`config.mk`:
```
export PLATFORM = sky130hd
export DESIGN_NAME = rpn_stack_controller
export DESIGN_NICKNAME = d
export VERILOG_FILES = /design/src/rtl/rpn_pkg.sv /design/src/rtl/rpn_pilha.sv /design/src/rtl/rpn_stack_controller.sv
export SDC_FILE = /design/constraint.sdc
export NUM_CORES = 1
export LEC_CHECK = 0
export CELL_PAD_IN_SITES_DETAIL_PLACEMENT = 1
export CELL_PAD_IN_SITES_GLOBAL_PLACEMENT = 1
export CORE_UTILIZATION = 37
export CTS_BUF_LIST = sky130_fd_sc_hd__clkbuf_8
export DETAILED_ROUTE_END_ITERATION = 8
export PLACE_DENSITY_LB_ADDON = 0.05
export SLEW_MARGIN = 20
export SYNTH_ARGS = -nofsm -noshare
export SYNTH_HDL_FRONTEND = slang
export SYNTH_SLANG_ARGS = --single-unit
```
`constraint.sdc`:
```
create_clock -name clk -period 2.6 [get_ports clk]
set_input_delay 0.39 -clock clk [delete_from_list [all_inputs] [get_ports clk]]
set_output_delay 0.39 -clock clk [all_outputs]
set_load 0.01 [all_outputs]
```
`src/rtl/rpn_pkg.sv`:
```
// Shared types and defaults for the RPN operand-stack controller.
// Optional swap support is enabled by defining RPN_SWAP_EN.
package rpn_pkg;

    localparam int STATE_W       = 2;
    localparam int DEFAULT_WIDTH = 8;
    localparam int DEFAULT_DEPTH = 4;

    typedef enum logic [STATE_W-1:0] {
        OCIOSO  = 2'd0,
        EXECUTA = 2'd1,
        ESCREVE = 2'd2
    } estado_t;

    // Enough to count 0..depth inclusive.
    function automatic int cnt_width(input int depth);
        return $clog2(depth + 1);
    endfunction

endpackage

```
`src/rtl/rpn_pilha.sv`:
```
// DEPTH x WIDTH operand stack: push, replace-top-two-with-one, clear and
// (with RPN_SWAP_EN) swap-top-two, plus top/second-top read ports.
module rpn_pilha
    import rpn_pkg::*;
#(
    parameter int WIDTH = DEFAULT_WIDTH,
    parameter int DEPTH = DEFAULT_DEPTH,
    parameter int CNT_W = cnt_width(DEPTH)
) (
    input  logic             clk,
    input  logic             reset_n,
    input  logic             cmd_push,
    input  logic             cmd_replace,
    input  logic             cmd_clear,
`ifdef RPN_SWAP_EN
    input  logic             cmd_swap,
`endif
    input  logic [WIDTH-1:0] push_data,
    input  logic [WIDTH-1:0] replace_data,
    output logic [WIDTH-1:0] top,
    output logic [WIDTH-1:0] second,
    output logic [CNT_W-1:0] count
);

    logic [WIDTH-1:0] mem_q [DEPTH];
    logic [WIDTH-1:0] mem_d [DEPTH];
    logic [CNT_W-1:0] count_q;
    logic [CNT_W-1:0] count_d;
    int               cnt_i;

    // Compare as int so that i+2 never wraps into a small count value.
    always_comb begin
        cnt_i  = int'(count_q);
        top    = '0;
        second = '0;
        for (int i = 0; i < DEPTH; i++) begin
            if (cnt_i == i + 1) top    = mem_q[i];
            if (cnt_i == i + 2) second = mem_q[i];
        end
    end

    always_comb begin
        mem_d   = mem_q;
        count_d = count_q;
        if (cmd_clear) begin
            for (int i = 0; i < DEPTH; i++) mem_d[i] = '0;
            count_d = '0;
        end else if (cmd_push) begin
            for (int i = 0; i < DEPTH; i++) begin
                if (cnt_i == i) mem_d[i] = push_data;
            end
            count_d = count_q + CNT_W'(1);
        end else if (cmd_replace) begin
            // Result lands in the second-top slot; the vacated top slot is zeroed.
            for (int i = 0; i < DEPTH; i++) begin
                if (cnt_i == i + 2) mem_d[i] = replace_data;
                if (cnt_i == i + 1) mem_d[i] = '0;
            end
            count_d = count_q - CNT_W'(1);
        end
`ifdef RPN_SWAP_EN
        else if (cmd_swap) begin
            for (int i = 0; i < DEPTH; i++) begin
                if (cnt_i == i + 1) mem_d[i] = second;
                if (cnt_i == i + 2) mem_d[i] = top;
            end
        end
`endif
    end

    always_ff @(posedge clk) begin
        if (!reset_n) begin
            for (int i = 0; i < DEPTH; i++) mem_q[i] <= '0;
            count_q <= '0;
        end else begin
            mem_q   <= mem_d;
            count_q <= count_d;
        end
    end

    assign count = count_q;

endmodule

```
`src/rtl/rpn_stack_controller.sv`:
```
// RPN stack sequencer feeding the ALU: push / execute / clear with sticky
// overflow/underflow flags. Define RPN_SWAP_EN to add the troca_pulso swap.
module rpn_stack_controller
    import rpn_pkg::*;
#(
    parameter int WIDTH = DEFAULT_WIDTH,
    parameter int DEPTH = DEFAULT_DEPTH,
    parameter int CNT_W = cnt_width(DEPTH)
) (
    input  logic             clk,
    input  logic             reset_n,
    input  logic             enter_pulso,
    input  logic             executar_pulso,
    input  logic             limpar_pulso,
`ifdef RPN_SWAP_EN
    input  logic             troca_pulso,
`endif
    input  logic [WIDTH-1:0] operando_in,
    input  logic [WIDTH-1:0] ula_resultado,
    output logic [WIDTH-1:0] ula_a,
    output logic [WIDTH-1:0] ula_b,
    output logic [WIDTH-1:0] topo,
    output logic [CNT_W-1:0] contagem,
    output logic             ocupado,
    output logic             erro_overflow,
    output logic             erro_underflow
);

    estado_t          estado_q, estado_d;
    logic [WIDTH-1:0] res_q, res_d;
    logic             ovf_q, ovf_d;
    logic             unf_q, unf_d;

    logic             cmd_push, cmd_replace, cmd_clear;
`ifdef RPN_SWAP_EN
    logic             cmd_swap;
`endif
    logic [WIDTH-1:0] top_w, second_w;
    logic [CNT_W-1:0] count_w;
    logic             tem_dois, cheio;

    assign tem_dois = (count_w >= CNT_W'(2));
    assign cheio    = (count_w == CNT_W'(DEPTH));

    rpn_pilha #(
        .WIDTH (WIDTH),
        .DEPTH (DEPTH),
        .CNT_W (CNT_W)
    ) u_pilha (
        .clk          (clk),
        .reset_n      (reset_n),
        .cmd_push     (cmd_push),
        .cmd_replace  (cmd_replace),
        .cmd_clear    (cmd_clear),
`ifdef RPN_SWAP_EN
        .cmd_swap     (cmd_swap),
`endif
        .push_data    (operando_in),
        .replace_data (res_q),
        .top          (top_w),
        .second       (second_w),
        .count        (count_w)
    );

    // Pulses are only honoured in OCIOSO; lower-priority ones are dropped.
    always_comb begin
        estado_d    = estado_q;
        res_d       = res_q;
        ovf_d       = ovf_q;
        unf_d       = unf_q;
        cmd_push    = 1'b0;
        cmd_replace = 1'b0;
        cmd_clear   = 1'b0;
`ifdef RPN_SWAP_EN
        cmd_swap    = 1'b0;
`endif
        unique case (estado_q)
            OCIOSO: begin
                if (limpar_pulso) begin
                    cmd_clear = 1'b1;
                    ovf_d     = 1'b0;
                    unf_d     = 1'b0;
                end else if (executar_pulso) begin
                    if (tem_dois) estado_d = EXECUTA;
                    else          unf_d    = 1'b1;
                end
`ifdef RPN_SWAP_EN
                else if (troca_pulso) begin
                    if (tem_dois) cmd_swap = 1'b1;
                    else          unf_d    = 1'b1;
                end
`endif
                else if (enter_pulso) begin
                    if (!cheio) cmd_push = 1'b1;
                    else        ovf_d    = 1'b1;
                end
            end
            EXECUTA: begin
                res_d    = ula_resultado;
                estado_d = ESCREVE;
            end
            ESCREVE: begin
                cmd_replace = 1'b1;
                estado_d    = OCIOSO;
            end
            default: estado_d = OCIOSO;
        endcase
    end

    always_ff @(posedge clk) begin
        if (!reset_n) begin
            estado_q <= OCIOSO;
            res_q    <= '0;
            ovf_q    <= 1'b0;
            unf_q    <= 1'b0;
        end else begin
            estado_q <= estado_d;
            res_q    <= res_d;
            ovf_q    <= ovf_d;
            unf_q    <= unf_d;
        end
    end

    assign ula_a          = second_w;
    assign ula_b          = top_w;
    assign topo           = top_w;
    assign contagem       = count_w;
    assign ocupado        = (estado_q != OCIOSO);
    assign erro_overflow  = ovf_q;
    assign erro_underflow = unf_q;

endmodule

```
-- Word-level counts from Yosys, hierarchy flattened
Cells that the tools add are included.
- output and inout bits: 30
- input bits: 21
- logic and storage cells: 92
- register bits after elaboration: 47
- $lt $le $gt $ge: 1
- mux-type cells: 43
- bitwise gates (word level): 1
- add/subtract/negate cells: 2
- reductions and logical operators: 19
- eq/ne operators: 17
- operator list (operator ; count):
    8-bit two-way mux ; 20
    32-bit two-way mux ; 2
    32-bit zero test ; 1
    3-bit AND reduction ; 6
    3-bit == test, second input constant ; 5
    1-bit two-way mux ; 15
    3-bit nonzero test ; 4
    2-bit by 1-bit != test with 1-bit output, second input constant ; 5
    2-bit nonzero test ; 5
    2-bit != test, second input constant ; 4
    2-bit two-way mux ; 3
    3-bit two-way mux ; 2
    2-bit one-hot mux with 2 select lines ; 1
    4-bit AND reduction ; 1
    3-bit by 1-bit adder with 3-bit output, second input constant ; 1
    3-bit by 2-bit == test with 1-bit output, second input constant ; 1
    3-bit by 2-bit >= comparator with 1-bit output, second input constant ; 1
    3-bit by 1-bit subtractor with 3-bit output, second input constant ; 1
    2-bit by 1-bit == test with 1-bit output, second input constant ; 1
    2-bit == test, second input constant ; 1
    2-bit zero test ; 1
    2-bit OR reduction ; 1
    1-bit inverter ; 1

-- Depth between registers and ports, before layout
Gate-level depths: netlist (run 1).
- depth in word-level cells: 8
- mapped depth: 10
- depth with buffers taken out: 8

-- Cells and area by module
From an unflattened synthesis (run 1), not the netlist that was laid out.
- cells, all modules: 337
- area, all modules: 2826.5 µm²
- modules (own cells, without submodules) (module ; instances ; seq. area each (µm²) ; cells an instance ; area an instance (µm²)):
    rpn_pilha ; 1 ; 700.7 ; 271 ; 2272.2
    rpn_stack_controller ; 1 ; 240.2 ; 66 ; 554.3

-- Worst setup path after synthesis (run 1)
Ideal clock, no wire load.
- kind: register to register
- start point: register estado_q[0]
- end point: register u_pilha.count_q[2] (netlist: u_pilha.count[2])
- library setup time: 0.128 ns
- cell stages (with the launch flop): 11
- buffers on the path: 2
- required time: 2.472 ns
- clock period less this slack: 2.433 ns
- slack: 0.167 ns
- arrival time: 2.305 ns
- cell sequence: dfxtp_1 > buf_6 > or4b_4 > nor3_2 > buf_2 > inv_1 > fa_1 > nor3b_1 > a41oi_1 > xor2_1 > nor2_1
- longest elaborated chain between the ends: 3
- elaborated cells between the ends (all ways): 8
- those cells by class: eq/ne (1); mux (4); reduce/logical (3)
- ends and longest elaborated chain (item ; line ; source):
    from (decl) ; rpn_stack_controller.sv:29 ; estado_t estado_q, estado_d;
    from (signal assigned) ; rpn_stack_controller.sv:117 ; estado_q <= estado_d;
    2-bit == test / 2-bit zero test (equally long branches) ; rpn_stack_controller.sv:77 ; unique case (estado_q)
    1-bit two-way mux ; rpn_stack_controller.sv:77 ;
    2-bit nonzero test (no source line) (tied with other cells) ; - ;
    to (signal assigned) ; rpn_pilha.sv:77 ; count_q <= count_d;
    to (decl) ; rpn_pilha.sv:27 ; logic [CNT_W-1:0] count_q;
Parallel ways exist; a longest one is shown, timed or not.
A chain may end at the register's enable or synchronous reset.

-- Worst setup path in the final report (run 1)
- start point: register u_pilha.count_q[2] (netlist: u_pilha.count[2])
- end point: output ula_b[6]
- longest elaborated chain between the ends: 5
- elaborated cells between the ends (all ways): 8
- those cells by class: eq/ne (4); mux (4)
- ends and longest elaborated chain (item ; line ; source):
    3-bit by 2-bit == test with 1-bit output ; rpn_pilha.sv:37 ; if (cnt_i == i + 1) top = mem_q[i];
    8-bit two-way mux (3 in a row) ; rpn_pilha.sv:37 ;
    8-bit two-way mux (*) ; rpn_pilha.sv:37 ;
    to (decl) ; rpn_stack_controller.sv:21 ; output logic [WIDTH-1:0] ula_b,
Every way passes the cells marked *; elsewhere a longest branch is shown, timed or not.

==> flow_summary.ini, run 1 <==
[outcome]
status = complete, no violations

[global_route]
grt_pass1_wl_um = 14300
grt_usage_pct = 24.4
grt_max_degree = 41
antenna_found_initial = 0
overflow = 0
grt_pass1_vias = 2596

[timing]
rsz0062_at_grt = no
finalSetupViolCount = 0
relSlewSlack_pct = 42.3
skew_ns = 0.00717
hold_slack_ns = 0.496
fin_ws_ns = 0.167
finalHoldViolations = 0
setup_tns_ns = 0
fmax_mhz = 411
tightest_slew_ns = 0.861
maxSlewViolCount = 0
min_period_ns = 2.43
finalCritPeriodShare_pct = 93.6

[logic_synthesis]
async_flop_share_pct = 0
yosys_most_used_dff = dfxtp_1
post-synth-top-area-cell = dfxtp_1
synth_area_mm2 = 0.00280
synthDistinctLibCells = 47
synth_edf_count = 0
syn_area_per_cell_um2 = 8.71
synth_area_leaders = dfxtp_1, mux2i_1, o22ai_1
synth_top_area_share_pct = 33.6
ys_top_cells_by_count = dfxtp_1, mux2i_1, nand2_1
synth_seq_cells = 47
synthCells = 322
syn_nets = 344
yosysWarnings = 0
synth.most_common_cell = dfxtp_1
yosysSeqAreaShare_pct = 33.6

[critical_path]
worst-path-stages = 5
critPathMaxFanout = 11
critPathCaptureType = output pin
r2r_cells = 8
critPathTopFamily = buffers and inverters
crit_arrival_ns = 2.04
path_buf_inv = 2
slowest_stage = clkdlybuf4s50_1
max_stage_delay_ns = 0.57
required_ns = 2.21
critPathKind = register to output pin
crit_path_cell_trace = nor2b_1 -> buf_4 -> a22oi_1 -> o22ai_1 -> clkdlybuf4s50_1
start_kind = register

[cells_and_area]
area_growth_pct = 24.9
fin_cells = 459
fin_nets = 382
antenna_cells = 0
layout-drive-gt1-share_pct = 12.5

[power]
finalPower_uw = 1420
leakage_uw = 0.00113
power_density_mw_per_mm2 = 406
irDropWorstVdd_uv = 185

[detailed_routing]
postRouteAntennaNets = 0
wl_um = 8880
drc = 0
wl_per_cell_um = 19.4
via_per_inst = 5.65
num_vias = 2592
dr.first_iter.drc_count = 126
dr.pass1.iters = 4

[cts]
cts_tree = built
clk_latency_ns = 0.30
htree_num_levels = 2
cts_sinks = 47
cts_setup_buffers = 0
clock_path_buffers = 2
clockRootBuffer = clkbuf_8
cts_buffers = 5
cts.clk_slew.worst_paths_ns = 0.08

[place]
dp_cells = 452
gp_congestion = 0.819
pre_cts_ws_ns = -0.0453
portBuffers = 50
dp_hpwl_um = 6320

[die]
dieArea_mm2 = 0.00793
core_mm2 = 0.00729
pin_count = 51
die_height_um = 89.1
rows = 31
dieWidth_um = 89.1
start_util_pct = 38.5

[min_path]
holdCritPathClass = register to register
hold_depth = 2

[run]
max_cap_violations = 0
## worst reg2reg max path, cell delays in order, from the launching register on
cell     delay (ns)
dfxtp_1        0.32
or4b_4         0.54
nor3_2         0.21
inv_1          0.08
fa_1           0.39
nor3b_1        0.19
a41oi_1        0.08
xor2_1         0.16
nor2_1         0.05
## final timing paths
check | slack (ns) | start | end
worst min-delay path | 0.50 | erro_overflow | erro_overflow
worst max register to register | 0.50 | estado_q[0] | u_pilha.count[2]
worst min register to register | 0.50 | erro_overflow | erro_overflow
worst max-delay path | 0.17 | u_pilha.count[2] | ula_b[6]
## metal layers
layer	vias to the layer above	GRT usage [%]	wire length, um
met1	1250	32.6	4260
li1	1275	-	-
met2	58	42.0	4250
met4	0	6.20	111
met5	-	0	0
met3	9	2.68	257
## logic make-up after synthesis
kind of cell             after synthesis  share of synthesized area [%]
AO/OA/AOI/OAI                        131                           33.3
AND/OR/NAND/NOR                       69                           13.7
XOR/XNOR                               1                          0.312
flip-flops                            47                           33.6
adder cells (fa/ha/maj)                1                          0.714
multiplexers                          30                           10.7
buffers and inverters                 43                           7.72
## flip-flops by register name, summed over array words and instances, names as in the netlist
register,cells
erro_underflow,1
res_q,8
estado_q,2
u_pilha.count,3
erro_overflow,1
u_pilha.mem_q,32
## per-stage QoR
step | cell area, um2 | utilization (%)
after global placement | 3400 | 46.6
after CTS | 3500 | 48.0
after detailed placement | 3400 | 46.6
final | 3500 | 48.0
after global routing | 3500 | 48.0
after floorplan | 2800 | -
## cell type report
cell class / count / area, um2
fillers: 881 / 3790
clock buffers: 5 / 68.8
well taps: 99 / 124
flip-flops and latches: 47 / 942
inverters: 3 / 11.3
clock inverters: 2 / 33.8
repair buffers: 71 / 671
multi-input cells: 232 / 1650
## report_power, final
part	internal (uW)	switching [uW]
Clock	278	247
Sequential	725	5.63
Combinational	77.0	89.1
## repair_timing
action                                  in CTS  in global routing
endpoints found under the setup margin       0                  7
hold buffers                                 0                  0
resized for setup                            0                  1
## placed cells by master (no fill, tap or decap), types with 3 or more instances in the layout
cell,count
a21o_1,8
nor2_1,7
a22oi_1,8
mux2i_1,30
o22ai_1,23
nor2b_1,3
a21oi_1,21
o21a_1,3
a21boi_0,8
a311oi_1,8
inv_1,4
dfxtp_1,46
nand2b_1,5
clkbuf_8,5
clkdlybuf4s50_1,50
nor3b_1,4
o2bb2ai_2,7
nand2_1,26
o21ai_0,24
nor3_1,10
a31oi_1,11
buf_4,20
Power figures use the tool's default switching activity.
==> run 2, diff against run 1 <==
Settings changed: SLEW_MARGIN 20 to not set, SYNTH_HIERARCHICAL set to 1.
==> flow_summary.ini, run 2 <==
[timing]
hold_slack_ns = 0.455
skew_ns = 0.00910
maxSlewViolCount = 0
min_period_ns = 2.48
tightest_slew_ns = 0.576
fin_ws_ns = 0.119
finalCritPeriodShare_pct = 95.4
fmax_mhz = 403
setup_tns_ns = 0
finalHoldViolations = 0
finalSetupViolCount = 0
relSlewSlack_pct = 61.4

[logic_synthesis]
yosysWarnings = 6
synth_area_mm2 = 0.00283
synthAdderAreaFrac_pct = 0.708
async_flop_share_pct = 0
synth.most_common_cell = dfxtp_1
synth_area_leaders = dfxtp_1, a21oi_1, mux2i_1
synthSimpleGateAreaFrac_pct = 20.1
synthCells = 337
post-synth-top-area-cell = dfxtp_1
synth_top_area_share_pct = 33.3
yosysSeqAreaShare_pct = 33.3
syn_area_per_cell_um2 = 8.39
synth_edf_count = 0
ys_top_cells_by_count = dfxtp_1, a21oi_1, nand2_1
syn_nets = 359
synth_seq_cells = 47
synthDistinctLibCells = 51
synth-compound-area-share_pct = 28.0
synth_top_family_by_area = compound AO/OA/AOI/OAI gates
synth_xor_area_share_pct = 0.930
synthMuxAreaShare_pct = 8.85
yosys_most_used_dff = dfxtp_1

[detailed_routing]
num_vias = 2555
dr.pass1.iters = 4
via_per_inst = 5.37
drc = 0
wl_per_cell_um = 17.1
wl_um = 8130
postRouteAntennaNets = 0
dr.first_iter.drc_count = 189

[die]
start_util_pct = 38.6
dieWidth_um = 89.4
pin_count = 51
core_mm2 = 0.00733
die_height_um = 89.4
dieArea_mm2 = 0.00799
rows = 31

[cts]
htree_num_levels = 2
clk_latency_ns = 0.31
cts.clk_slew.worst_paths_ns = 0.09
cts_buffers = 5
cts_sinks = 47
clockRootBuffer = clkbuf_8
clock_path_buffers = 2
cts_tree = built

[critical_path]
critPathCaptureType = output pin
start_kind = register
critPathMaxFanout = 12
required_ns = 2.21
slowest_stage = clkdlybuf4s50_1
max_stage_delay_ns = 0.58
critPathKind = register to output pin
crit_arrival_ns = 2.09
crit_path_cell_trace = buf_6 -> nor2b_1 -> buf_4 -> a22oi_1 -> o21ai_0 -> clkdlybuf4s50_1

[cells_and_area]
layout_common_cells = dfxtp_1, clkdlybuf4s50_1, a21oi_1
layout-drive-gt1-share_pct = 13.0
largest_register = u_pilha/mem_q
largest_reg_flops = 32
final_common_cell = dfxtp_1
fin_nets = 398
area_growth_pct = 24.9
antenna_cells = 0
fill_cells = 866

[place]
portBuffers = 50
pre_cts_ws_ns = 0.162
dp_hpwl_um = 6120
gp_congestion = 0.804

[global_route]
grt_pass1_vias = 2392
grt_usage_pct = 21.7
overflow = 0
grt_max_degree = 41
grt_pass1_wl_um = 12900
antenna_found_initial = 0

[outcome]
status = complete, no violations

[power]
irDropWorstVdd_uv = 242
comb_power_share_pct = 9.2
p_sw_share_pct = 25.4
p_sw_uw = 331
clkPwrFrac_pct = 35.1
p_seq_share_pct = 55.7
power.internal_uw = 971
leakage_uw = 0.00137
power_density_mw_per_mm2 = 369
finalPower_uw = 1300

[run]
max_cap_violations = 0

[min_path]
holdCritPathClass = register to register
==> run 2: cell count changes after synthesis, sizes merged, moves of 13 or more <==
cell and delta:
clkbuf -15, a211oi +14, nor2 +17, nor2b +16
mux2i -14, a21oi +19, o22ai -13
==> run 2: final cells by class <==
class                           count  area [um2]  share of cell area, %
Clock buffer                        5        68.8                   1.95
Timing Repair Buffer               65         688                   19.5
Inverter                            5        18.8                  0.532
Sequential cell                    47         942                   26.7
Tap cell                           99         124                   3.51
Clock inverter                      3        18.8                  0.532
Multi-Input combinational cell    252        1670                   47.3
==> run 2: path summary, 6_finish.rpt <==
path	to	start	slack, ns	cells after the start
min	res_q[1]	res_q[1]	0.45	2
max	topo[1]	u_pilha/count[1]	0.12	6
max reg2reg	u_pilha/mem_q[29]	u_pilha/count[2]	0.34	7
min reg2reg	res_q[1]	res_q[1]	0.45	2
==> run 2: critical path, delay by kind of cell, from the launching register on <==
family | cells | cell delay [ns]
AO/OA/AOI/OAI | 2 | 0.31
buffers and inverters | 3 | 0.95
flip-flops | 1 | 0.38
AND/OR/NAND/NOR | 1 | 0.15
==> run 2: repair_timing <==
action                                  in CTS  in global routing
endpoints found under the setup margin      14                 23
pin swaps                                    1                  1
setup buffers                                0                  1
resized for setup                            1                 17
hold buffers                                 0                  0
gates cloned                                 0                  0
==> run 2: cells by family (layout without fill, tap and decap cells) <==
logic type / Yosys count / after routing
compound gates: 120 / 120
xor+xnor: 3 / 3
fa+ha+maj: 1 / 1
buf+inv: 38 / 78
flops: 47 / 47
mux: 24 / 24
simple gates: 104 / 104
==> run 2: power by group through the flow <==
stage                     sequential, uW  combinational [uW]  clock (uW)
final                                725                 119         457
after global routing                 726                 130         503
after CTS                            725                 119         473
after detailed placement             742                 119           0
after global placement               742                 116           0
after floorplan                      742                61.4           0
==> run 2: through the flow <==
stage | area, um2 | instances | util, %
floorplan | 2830 | 337 | -
global placement | 3380 | 467 | 46.0
detailed placement | 3380 | 467 | 46.0
CTS | 3470 | 475 | 47.3
global route | 3530 | 476 | 48.1
finish | 3530 | 476 | 48.1
==> run 2: metal layers <==
metal	part of all wire, %	vias up	routed length, um	global-route usage (%)
li1	-	1284	-	-
met1	51	1210	4110	31.3
met2	46	55	3710	33.9
met3	3.0	6	240	3.05
met4	0.87	0	71	5.34
met5	0	-	0	0
